==> config.mk <==
export PLATFORM = sky130hd
export DESIGN_NAME = wb_arb_watchdog
export DESIGN_NICKNAME = d
export VERILOG_FILES = /design/src/rtl/wb_arb_watchdog.sv
export SDC_FILE = /design/constraint.sdc
export NUM_CORES = 1
export LEC_CHECK = 0
export CORE_AREA = 4 4 41 43
export DETAILED_ROUTE_END_ITERATION = 8
export DIE_AREA = 0 0 45 47
export GPL_TIMING_DRIVEN = 0
export SETUP_SLACK_MARGIN = 0.1
export SLEW_MARGIN = 20
export SYNTH_ARGS = -nofsm -noshare
export SYNTH_HDL_FRONTEND = slang
export SYNTH_SLANG_ARGS = --single-unit
==> constraint.sdc <==
create_clock -name clk -period 2.57 [get_ports clk]
set_clock_uncertainty 0.1 [all_clocks]
set_input_delay 0.6425 -clock clk [delete_from_list [all_inputs] [get_ports clk]]
set_output_delay 0.6425 -clock clk [all_outputs]
set_load 0.005 [all_outputs]
==> src/rtl/wb_arb_watchdog.sv <==
// Stall watchdog for the arbiter: counts consecutive strobed cycles that
// got no ack/err/rty and flags the cycle in which the count reaches
// TIMEOUT-1. Only instantiated when WB_ARB_TIMEOUT_EN is defined.
module wb_arb_watchdog #(
    parameter int TIMEOUT = 256
) (
    input  logic clk,
    input  logic rst_n,
    input  logic active,
    input  logic done,
    output logic expired
);

    localparam int CW = (TIMEOUT > 1) ? $clog2(TIMEOUT) : 1;
    localparam logic [CW-1:0] LAST = CW'(TIMEOUT - 1);

    logic [CW-1:0] wd_cnt;

    // Expiry depends only on the count so the forced-low strobe cannot
    // loop back through the slave's combinational ack.
    assign expired = active && (wd_cnt == LAST);

    // Count stalled strobe cycles; any response, idle strobe or expiry restarts it.
    always_ff @(posedge clk or negedge rst_n) begin
        if (!rst_n) begin
            wd_cnt <= '0;
        end else if (!active || done || expired) begin
            wd_cnt <= '0;
        end else begin
            wd_cnt <= wd_cnt + 1'b1;
        end
    end

endmodule

==> results.yml <==
outcome:
  status: "finished clean"
min_path:
  hold_class: "register to register"
  hold_depth: 1
layout:
  antenna_cells: 0
  final_common_cell: "dfrtp_1"
  nFillCells: 140
  drive_gt1_share_pct: 12.8
  fin_util_pct: 36.9
  largest_reg_flops: 8
  largest-register: "wd_cnt"
  final_cell_mix: "dfrtp_1, nor2_1, nand2_1"
  area_growth_pct: 23.5
  reg_top3: "wd_cnt x8"
  final_nets: 54
synthesis:
  synth_area_sq_um: 389
  netlist.area_leader.share_pct: 51.4
  yosysTopAreaCell: "dfrtp_1"
  ys_top_cells_by_area: "dfrtp_1, nor2_1, or3_1"
  ys_ff_latch: 8
  syn_nets: 45
  synth_cell_types: 19
  syn-instance-count: 40
  ys_warn_count: 0
  avgSynthCellArea_sq_um: 9.73
  ys_seq_area_share_pct: 51.4
timing:
  final-setup-viol-count: 0
  layout_setup_ws_ns: 0.215
  worstMarginPinSlew_ns: 0.440
  grt_setup_unrepaired: "false"
  clock.fmax_ghz: 0.425
  fin_crit_ns: 2.35
  maxSlewHeadroom_pct: 70.4
  finalHoldViolations: 0
  period_share_pct: 91.6
  maxSlewViolCount: 0
die:
  rows: 13
  die_area_sq_mm: 0.00212
  fp.dieW_um: 45
  die_h_um: 47
  boundaryPins: 5
  initial_core_util_pct: 29.9
  core_region_area_sq_mm: 0.00130
placement:
  pre_cts_slack_ns: -0.141
  hpwl_um: 551
  io_buffers: 4
  gp_congestion: 0.782
detailed_routing:
  drc: 0
  drt_first_iter_violations: 6
  via_per_inst: 5.08
  wl_um: 712
  drt-pass1-iter-count: 3
  detail-route-antenna-nets: 0
  drt-wirelength-per-cell_um: 11.5
  vias: 315
global_route:
  grt_pass1_wl_um: 1310
  grt_use_total_pct: 9.25
  grt_antenna_before_repair: 0
  grt-ovfl-total: 0
  grt_max_degree: 9
  grt_pass1_vias: 311
power:
  leakage_nw: 0.181
  p_per_area_mw_per_mm2: 485
  peakVddDrop_mv: 0.229
cts:
  clock_latency_ns: 0.25
  cts_tree: "built"
  cts_resized: 2
  cts_max_level: 1
  cts_buffer_depth: 2
  cts_root_buf: "clkbuf_4"
  post_cts_buffers: 0
  holdBufCountCts: 0
  cts_buffers: 3
  clk_pin_slew_worst_paths_ns: 0.05
  cts.sinks: 8
worst_setup_path:
  critPathMaxFanout: 4
  endpoint_kind: "primary output"
  required_ns: 1.83
  critPathLaunchType: "primary input"
  path_class: "primary input to primary output"
  arrival_ns: 1.61
  r2r_setup_slack_ns: 1.06
  rr_worst_depth: 4
flow_run:
  cap_violations: 0
-- final timing paths --
kind | start | endpoint
max | active | expired
min reg2reg | wd_cnt[0]$_DFF_PN0_ | wd_cnt[0]$_DFF_PN0_
max in group asynchronous | rst_n | wd_cnt[1]$_DFF_PN0_
max reg2reg | wd_cnt[0]$_DFF_PN0_ | wd_cnt[3]$_DFF_PN0_
min in group asynchronous | rst_n | wd_cnt[2]$_DFF_PN0_
min | wd_cnt[0]$_DFF_PN0_ | wd_cnt[0]$_DFF_PN0_
-- report_power, final --
part	internal, mW	switching, mW	total, mW
registers	0.128	0.00138	0.129
clock network	0.0531	0.0380	0.0912
logic	0.00625	0.00654	0.0128
total	0.187	0.0460	0.233
-- synthesized netlist by cell type (all sizes together) --
master  instances
dfrtp           8
nor2            5
nand2           4
nand3           4
or3             3
a31oi           2
o211ai          2
xor2            2
a21oi           1
ha              1
inv             1
nand2b          1
nand4           1
nor2b           1
nor3            1
o21ai           1
o31ai           1
xnor2           1
-- metrics by stage --
step	instance area [sq um]	TNS, ns	instances	hold slack [ns]	power [mW]
floorplan	389	0	40	0.247	0.135
global placement	448	-0.180	59	0.374	0.144
detailed placement	448	-0.141	59	0.380	0.144
CTS	474	0	62	0.386	0.239
global route	480	0	62	0.425	0.245
finish	480	0	62	0.385	0.233
-- routing by layer --
metal / GRT usage, % / part of all wire, % / up-vias / wire length [um]
met3: 6.51 / 5.3 / 2 / 38
met1: 10.0 / 45 / 149 / 321
li1: - / - / 159 / -
met2: 13.3 / 48 / 5 / 340
met4: 5.26 / 1.5 / 0 / 11
met5: 0 / 0 / - / 0
-- area by class of cell --
class / instances / area (sq um) / share of cell area [%]
Inverter: 1 / 3.75 / 0.781
Timing Repair Buffer: 4 / 40.0 / 8.33
Multi-Input combinational cell: 31 / 195 / 40.6
Clock buffer: 3 / 22.5 / 4.69
Sequential cell: 8 / 200 / 41.7
Tap cell: 15 / 18.8 / 3.91
-- worst max-delay path, cell delays in order --
cell and delay (ns):
clkdlybuf4s50_1 0.50, nand3_2 0.12, nor3_2 0.12, clkdlybuf4s15_1 0.23
-- cells by family (layout without fill, tap and decap cells) --
kind of cell / after synthesis / after routing / synth area share, %
AOI/OAI and AO/OA: 7 / 7 / 11.6
xor gates and xnor gates: 3 / 3 / 6.75
adders and majority gates: 1 / 1 / 3.21
buffers and inverters: 1 / 8 / 0.964
DFF: 8 / 8 / 51.4
and+or+nand+nor: 20 / 20 / 26.0
(Power assumes the default switching activity.)
